**config.mk**
```make
export PLATFORM = sky130hd
export DESIGN_NAME = tank_sprite_mapper
export DESIGN_NICKNAME = d
export VERILOG_FILES = /design/src/rtl/tank_sprite_mapper.sv
export SDC_FILE = /design/constraint.sdc
export NUM_CORES = 1
export LEC_CHECK = 0
export ABC_AREA = 1
export CORE_ASPECT_RATIO = 1.1
export CORE_UTILIZATION = 51
export CTS_BUF_LIST = sky130_fd_sc_hd__clkbuf_4 sky130_fd_sc_hd__clkbuf_8
export CTS_CLUSTER_SIZE = 20
export DETAILED_ROUTE_END_ITERATION = 10
export PLACE_DENSITY = 0.86
export SLEW_MARGIN = 20
export SYNTH_ARGS = -nofsm -noshare
export SYNTH_HDL_FRONTEND = slang
export SYNTH_SLANG_ARGS = --single-unit
```
**constraint.sdc**
```tcl
create_clock -name Clk -period 2 [get_ports Clk]
set_input_delay 0.3 -clock Clk [delete_from_list [all_inputs] [get_ports Clk]]
set_output_delay 0.3 -clock Clk [all_outputs]
set_load 0.03 [all_outputs]
```
**src/rtl/tank_sprite_mapper.sv**
```systemverilog
// -----------------------------------------------------------------------------
// tank_sprite_mapper
// Renders up to NUM_TANKS square tank sprites over a background colour.
// Two-stage pixel pipeline: stage 1 registers the per-tank hit and flash-phase
// vectors; stage 2 selects the lowest-index hit tank and registers the colour.
// Tank positions and alive flags are double-buffered at FrameStart so a frame
// never shows a half-updated scene. Each tank has an 8-bit hit-flash counter.
//
// Ports
//   Clk         pixel clock, all state on rising edge
//   Reset_n     asynchronous active-low reset
//   FrameStart  one-cycle pulse at start of vertical blank
//   TankX/TankY packed 10-bit top-left coordinates, tank i at [10i+9:10i]
//   TankColor   packed 24-bit {R,G,B} per tank (used live)
//   TankAlive   per-tank draw enable, latched with positions
//   TankHit     per-tank one-cycle hit pulse (restarts the flash count)
//   DrawX/DrawY current pixel coordinate
//   Red/Green/Blue registered pixel colour, valid two clocks after DrawX/DrawY
//   Flashing    1 while the tank's flash counter is nonzero
// -----------------------------------------------------------------------------
module tank_sprite_mapper #(
    parameter int          NUM_TANKS    = 2,
    parameter int          SPRITE_SIZE  = 32,
    parameter int          FLASH_FRAMES = 30,
    parameter int          BLINK_BIT    = 2,
    parameter logic [23:0] BG_COLOR     = 24'h000000
) (
    input  logic                      Clk,
    input  logic                      Reset_n,
    input  logic                      FrameStart,
    input  logic [10*NUM_TANKS-1:0]   TankX,
    input  logic [10*NUM_TANKS-1:0]   TankY,
    input  logic [24*NUM_TANKS-1:0]   TankColor,
    input  logic [NUM_TANKS-1:0]      TankAlive,
    input  logic [NUM_TANKS-1:0]      TankHit,
    input  logic [9:0]                DrawX,
    input  logic [9:0]                DrawY,
    output logic [7:0]                Red,
    output logic [7:0]                Green,
    output logic [7:0]                Blue,
    output logic [NUM_TANKS-1:0]      Flashing
);

    logic [9:0]           shx_q   [NUM_TANKS];
    logic [9:0]           shy_q   [NUM_TANKS];
    logic [NUM_TANKS-1:0] sha_q;
    logic [7:0]           cnt_q   [NUM_TANKS];
    logic [7:0]           cnt_d   [NUM_TANKS];
    logic [NUM_TANKS-1:0] hit_q;
    logic [NUM_TANKS-1:0] hit_d;
    logic [NUM_TANKS-1:0] phase_q;
    logic [NUM_TANKS-1:0] phase_d;
    logic [23:0]          rgb_q;
    logic [23:0]          rgb_d;

    // Stage 1: rectangle hit test against shadow positions, 11-bit sums so
    // sprites near the right/bottom edge do not wrap back to column/row 0.
    always_comb begin
        hit_d   = '0;
        phase_d = '0;
        for (int i = 0; i < NUM_TANKS; i++) begin
            logic [10:0] x_lo;
            logic [10:0] y_lo;
            logic [10:0] x_hi;
            logic [10:0] y_hi;
            x_lo = {1'b0, shx_q[i]};
            y_lo = {1'b0, shy_q[i]};
            x_hi = x_lo + 11'(SPRITE_SIZE);
            y_hi = y_lo + 11'(SPRITE_SIZE);
            hit_d[i] = sha_q[i]
                     && ({1'b0, DrawX} >= x_lo) && ({1'b0, DrawX} < x_hi)
                     && ({1'b0, DrawY} >= y_lo) && ({1'b0, DrawY} < y_hi);
            phase_d[i] = (cnt_q[i] != 8'd0) && cnt_q[i][BLINK_BIT];
        end
    end

    // Stage 2: fixed priority select; walking from the highest index down
    // leaves the lowest-index hit tank as the final winner.
    always_comb begin
        rgb_d = BG_COLOR;
        for (int i = NUM_TANKS - 1; i >= 0; i--) begin
            rgb_d = hit_q[i] ? (phase_q[i] ? 24'hFFFFFF : TankColor[24*i +: 24])
                             : rgb_d;
        end
    end

    // Flash counter next state: a hit reload beats the frame decrement.
    always_comb begin
        for (int i = 0; i < NUM_TANKS; i++) begin
            cnt_d[i] = cnt_q[i];
            if (TankHit[i]) begin
                cnt_d[i] = 8'(FLASH_FRAMES);
            end else if (FrameStart && (cnt_q[i] != 8'd0)) begin
                cnt_d[i] = cnt_q[i] - 8'd1;
            end else begin
                cnt_d[i] = cnt_q[i];
            end
        end
    end

    // Shadow registers, flash counters and both pipeline stages.
    always_ff @(posedge Clk or negedge Reset_n) begin
        if (!Reset_n) begin
            for (int i = 0; i < NUM_TANKS; i++) begin
                shx_q[i] <= 10'd0;
                shy_q[i] <= 10'd0;
                cnt_q[i] <= 8'd0;
            end
            sha_q   <= '0;
            hit_q   <= '0;
            phase_q <= '0;
            rgb_q   <= 24'h000000;
        end else begin
            if (FrameStart) begin
                for (int i = 0; i < NUM_TANKS; i++) begin
                    shx_q[i] <= TankX[10*i +: 10];
                    shy_q[i] <= TankY[10*i +: 10];
                end
                sha_q <= TankAlive;
            end else begin
                sha_q <= sha_q;
            end
            for (int i = 0; i < NUM_TANKS; i++) begin
                cnt_q[i] <= cnt_d[i];
            end
            hit_q   <= hit_d;
            phase_q <= phase_d;
            rgb_q   <= rgb_d;
        end
    end

    // Output mapping; Flashing depends only on registered counters.
    always_comb begin
        Red   = rgb_q[23:16];
        Green = rgb_q[15:8];
        Blue  = rgb_q[7:0];
        for (int i = 0; i < NUM_TANKS; i++) begin
            Flashing[i] = (cnt_q[i] != 8'd0);
        end
    end

endmodule

```
==> results of run 1 <==
## critical path: cells and delay by family (launching register included)
kind                       cells  cell delay, ns
adders and majority gates      2            0.51
and+or+nand+nor                6            0.45
DFF                            1            0.42
AOI/OAI and AO/OA              1            0.19
xor gates and xnor gates       1            0.16
## state kept, by name (all words and copies together) (netlist names)
name / count
rgb_q: 24
shx_q: 20
shy_q: 20
cnt_q: 16
hit_q: 2
phase_q: 2
sha_q: 2
## final cells by class
cell class,count,area [um^2],share of cell area
clock buffer,10,138,0.0188
clock inverter,6,67.6,0.00925
inverter,97,369,0.0505
multi-input combinational,513,2930,0.401
sequential,86,2150,0.295
tap,143,179,0.0245
timing repair buffer,149,1470,0.201
## per-layer routing
metal	vias to the layer above	routed length, um	global-route usage
li1	2597	-	-
met1	2363	5730	0.303
met2	172	6690	0.436
met3	32	759	0.0429
met4	0	386	0.124
met5	-	0	0
## kinds of logic after synthesis
logic type / after synthesis / synth area share
buffers and inverters: 116 / 0.0800
adders and majority gates: 68 / 0.154
AOI/OAI and AO/OA: 141 / 0.137
and+or+nand+nor: 292 / 0.220
xor gates and xnor gates: 12 / 0.0190
DFF: 86 / 0.390
## synthesized netlist by cell type
library cell / n
a21boi_0: 4
ha_1: 68
inv_1: 94
dfrtp_1: 86
nand2_2: 2
nand3_1: 37
o21bai_1: 1
xor2_1: 8
clkbuf_1: 18
nand2_1: 160
a21o_1: 10
inv_2: 2
nor2_1: 72
nand3b_1: 1
xnor2_1: 4
buf_2: 1
nor3_1: 6
nand3_2: 1
nand4_1: 10
a21oi_1: 20
nor3_2: 1
o21ai_2: 2
nand2_4: 2
o31ai_1: 1
o21ai_0: 99
o21ai_1: 3
a31o_2: 1
clkinv_4: 1
## stage by stage
| step | instance area, um^2 | hold slack [ns] | cells |
|---|---|---|---|
| 5_1_grt | 7300 | 0.378 | 1004 |
| 3_3_place_gp | 7090 | 0.237 | 987 |
| 4_1_cts | 7300 | 0.364 | 1004 |
| 2_1_floorplan | 5520 | 0.00441 | 715 |
| 6_report | 7300 | 0.362 | 1004 |
| 3_5_place_dp | 7090 | 0.240 | 987 |
## final timing paths
check / slack, ns / cells past startpoint / end
worst max-delay path: 0.18 / 10 / hit_q[1]$_DFF_PN0_
worst min-delay path: 0.36 / 4 / cnt_q[5]$_DFFE_PN0P_
worst max register to register: 0.18 / 10 / hit_q[1]$_DFF_PN0_
worst min register to register: 0.47 / 0 / phase_q[0]$_DFF_PN0_
max in group asynchronous: 1.06 / 3 / cnt_q[3]$_DFFE_PN0P_
min in group asynchronous: 0.38 / 2 / rgb_q[0]$_DFF_PN0_
## timing repair
action,CTS,global route
resized for setup,2,8
hold buffers,1,0
endpoints found under the hold margin,24,0
endpoints found under the setup margin,2,4
pin swaps,0,0
## power by group through the flow
stage          Clock, mW  Sequential (mW)  Combinational, mW
5_1_grt             1.39             2.00               1.50
3_5_place_dp           0             2.02               1.31
6_report            1.30             1.98               1.32
3_3_place_gp           0             2.01               1.26
4_1_cts             1.32             1.98               1.32
2_1_floorplan          0             2.07              0.681
==> metrics.txt, run 1 <==
status=complete, no violations; CTS H-tree depth=3; Post-Syn Area=5520 um^2; detailed-route via count=5164; Hold WC Path Type=input port to flip-flop; crit-path max FO=4; vias in the first global route=5179; most frequent CP cell=nor2_1; largest net degree at the start of global routing=55; I/O Buffers=140; post-route setup slack=0.180 ns; Comb power frac=0.287; Synth cell types=28; highest-count cells in the layout ignoring fill and taps=160 x nand2_1, 136 x clkdlybuf4s50_1, 99 x o21ai_0, 94 x inv_1, 86 x dfrtp_1; Initial Utilization=0.528; top cell type's share of synthesized area=0.390; Setup Total Neg Slack=0 ns; CTS Buf Count=9; Power Total=4.61 mW; first-pass GRT wire length=22.7 mm; wire per inst=13.5 um; Core Area=10400 um^2; max-slew violations=0; Final Hold Viols=0; synthesized flop and latch total=86; max incr delay on CP=0.42 ns; Tcrit/Tclk final=0.910; Clock power frac=0.283; root buffer selected by CTS=clkbuf_8; Layout Area Growth over Synthesis=32.4%; gpl congestion=0.865; DRC Markers=0; Antenna Nets Post-Route=0; Finish-stage setup viols=0; slowest cell on the critical path=dfrtp_1; Slew HR=0.464; post-synthesis sequential area ratio=0.390; CTS Buffer Depth=2; commonest non-fill, non-tap cell in the layout=nand2_1; Pleak=3.60 nW; Setup crit start=shy_q[6]$_DFFE_PN0P_; die area=11200 um^2; hold_sp=FrameStart; WL final=13.6 mm; cell taking the most area after synthesis=dfrtp_1; GRT Resource Usage Total=0.254; post-place setup slack=0.0182 ns; Util after Layout=0.699; Max Freq=550 MHz; critical-path cell list=ha_1, nand3_1, xor2_1, ha_1, a21boi_2, nand2_1, nor2_1, nor2_1, nand2_1, nor2_1; clock sink total=86; Worst Setup End Kind=flip-flop; DR pass1 iterations=5; clock-pin slew on the worst setup and hold paths=0.10 ns; Syn Area/Cell=7.72 um^2; fill cell count=845; post-CTS setup buffers=0; largest cells by area after synthesis=dfrtp_1 39%, ha_1 15%, nand2_1 11%, o21ai_0 9.0%, inv_1 6.4%; Worst Setup Start Kind=flip-flop; switch share=0.325; Power Density=632 nW/um^2; layout cells sized above 1=0.0488; num ports=141; initial DRC count=223; grt ovf=0; Max Cap Viol=0; Die Width=101 um; Final min period=1.82 ns; skew final=0.00891 ns; die height=111 um; Synth Net Count=898; Layout Nets=1039; routed vias/inst=5.14; Pint=3.11 mW; diode count=0; sequential power share=0.430; CP required=2.27 ns; Yosys Warn Count=0; CTS tree=done; initial antenna violation count=0; Clock Latency Late Sink=0.37 ns; Reg2Reg Launch Point=shy_q[6]$_DFFE_PN0P_; Mapped Cells=715; Detail Placement HPWL=10.4 mm; unrepaired setup endpoints after global routing=false; Sw Pwr=1.50 mW; Tightest Pin Transition=0.803 ns; peak supply drop=496 uV; crit path kind=flip-flop to flip-flop; critical path data arrival time=2.09 ns; row cnt=39
Power figures use the tool's default switching activity.
==> run 2: changes to the inputs <==
Settings changed: CTS_CLUSTER_SIZE 20 to 24.
==> results of run 2 <==
Same layout as run 1: the final DEF is identical, and so are final timing and power.
==> run 3: changes to the inputs <==
Settings changed: CORE_UTILIZATION 51 to 55, PLACE_DENSITY 0.86 to 0.91, TNS_END_PERCENT set to 10.
Clock period 2 ns to 2.2 ns, I/O delays scaled along.
==> run 3 against run 2 <==
  * Routed wire length rose by 4.1%
  * Global-route usage up 2.7 points
  * Combinational power shrank 9%
  * Die area fell by 7.1%
  * Sequential power shrank 9%
  * Critical endpoint is now hit_q[0]$_DFF_PN0_
==> metrics.txt, run 3 (synthesis results as in run 1) <==
vias in the first global route=5314; Pint=2.91 mW; Finished Layout Cells=973; final hold slack=0.433 ns; Max Freq=495 MHz; DRC Markers=0; WL final=14.1 mm; max reg flops=24; Slew HR=0.480; switch share=0.316; Core Area=9540 um^2; initial DRC count=236; die area=10400 um^2; sequential power share=0.426; CTS H-tree depth=3; crit path kind=flip-flop to flip-flop; post-route setup slack=0.179 ns; CTS tree=done; post-CTS setup buffers=0; largest net degree at the start of global routing=55; Hold WC Path Type=input port to async pin; skew final=0.00615 ns; routed vias/inst=5.40; peak supply drop=426 uV; gpl congestion=0.909; status=complete, no violations; crit-path max FO=5; post-place setup slack=0.217 ns; Top reg by flops=rgb_q; initial antenna violation count=0; first-pass GRT wire length=23.6 mm; root buffer selected by CTS=clkbuf_8; Power Density=586 nW/um^2; Clock power frac=0.293; Final Hold Viols=0; commonest non-fill, non-tap cell in the layout=nand2_1; Tightest Pin Transition=0.781 ns; Max Cap Viol=0; Finish-stage setup viols=0; unrepaired setup endpoints after global routing=false; critical path data arrival time=2.28 ns; diode count=0; Comb power frac=0.282; CP required=2.46 ns; CTS Buf Count=9; placed cell areas=7040 um^2; Sw Pwr=1.34 mW; CTS Buffer Depth=2; wire per inst=14.5 um; grt ovf=0; largest registers=rgb_q x24, shx_q x20, shy_q x20; Clock Latency Late Sink=0.37 ns; Post-Layout Inst Area=7270 um^2; Worst Setup End Kind=flip-flop; max-slew violations=0; layout cells sized above 1=0.0386; Layout Nets=1035; Worst Setup Start Kind=flip-flop; I/O Buffers=140; Die Width=97.5 um; GRT Resource Usage Total=0.281; Pleak=3.59 nW; detailed-route via count=5256; num ports=141; Initial Utilization=0.579; clock sink total=86; clock-pin slew on the worst setup and hold paths=0.09 ns; Setup Total Neg Slack=0 ns; Layout Area Growth over Synthesis=31.7%; Tcrit/Tclk final=0.919; DR pass1 iterations=5; Antenna Nets Post-Route=0; Final min period=2.02 ns; highest-count cells in the layout ignoring fill and taps=160 x nand2_1, 136 x clkdlybuf4s50_1, 99 x o21ai_0, 94 x inv_1, 86 x dfrtp_1; row cnt=37; Detail Placement HPWL=10.9 mm; die height=107 um; placed insts=957
## run 3: cell types whose count changed in the layout (fill, tap and decap cells not counted), sizes merged
cell and change:
clkbuf -2, dlymetal6s2s +1, dlygate4sd2 +1, bufinv +1, clkinvlp -2, buf -4
inv -1, clkinv +1
## run 3: area by class of cell
type	count	area [um^2]
well taps	117	146
clock inverters	5	82.6
clock buffers	10	131
multi-input cells	513	2920
fillers	699	2270
repair buffers	145	1460
flip-flops and latches	86	2150
inverters	97	369
## run 3: power groups by stage
stage | Clock (mW) | Combinational [mW] | Sequential, mW
floorplan | 0 | 0.619 | 1.88
global placement | 0 | 1.13 | 1.83
detailed placement | 0 | 1.19 | 1.84
CTS | 1.26 | 1.20 | 1.81
global route | 1.32 | 1.34 | 1.83
finish | 1.25 | 1.20 | 1.81
## run 3: worst paths after layout
check / depth (start not counted) / start / slack, ns / endpoint
max reg2reg: 10 / shy_q[15]$_DFFE_PN0P_ / 0.18 / hit_q[0]$_DFF_PN0_
min: 2 / Reset_n / 0.43 / shy_q[7]$_DFFE_PN0P_
min in group Clk: 0 / cnt_q[10]$_DFFE_PN0P_ / 0.44 / phase_q[0]$_DFF_PN0_
max: 10 / shy_q[15]$_DFFE_PN0P_ / 0.18 / hit_q[0]$_DFF_PN0_
min reg2reg: 0 / cnt_q[10]$_DFFE_PN0P_ / 0.44 / phase_q[0]$_DFF_PN0_
max in group asynchronous: 3 / Reset_n / 1.21 / shx_q[12]$_DFFE_PN0P_
## run 3: what timing repair did
item / 4_1_cts / 5_1_grt
gates resized for setup: 1 / 1
hold buffers: 1 / 0
endpoints found under the setup margin: 1 / 1
hold endpoints to repair: 28 / 0
## run 3: critical path, stage by stage (launching register included)
cell and delay (ns):
dfrtp_1 0.43, ha_1 0.22, nand3_1 0.10, xor2_1 0.16, ha_1 0.29, a21boi_0 0.29
nand2_1 0.09, nor2_1 0.13, nor2_1 0.06, nand2_1 0.08, nor2_1 0.05
## run 3: stage by stage
stage	total power, mW	utilization
after global routing	4.50	0.762
after detailed placement	3.03	0.738
final	4.26	0.762
after floorplan	2.50	-
after global placement	2.96	0.738
after CTS	4.27	0.762
## run 3: routing by layer
layer / up-vias / wire length, um / GRT usage
li1: 2600 / - / -
met1: 2419 / 5720 / 0.322
met2: 199 / 7230 / 0.510
met3: 38 / 826 / 0.0515
met4: 0 / 352 / 0.125
met5: - / 0 / 0
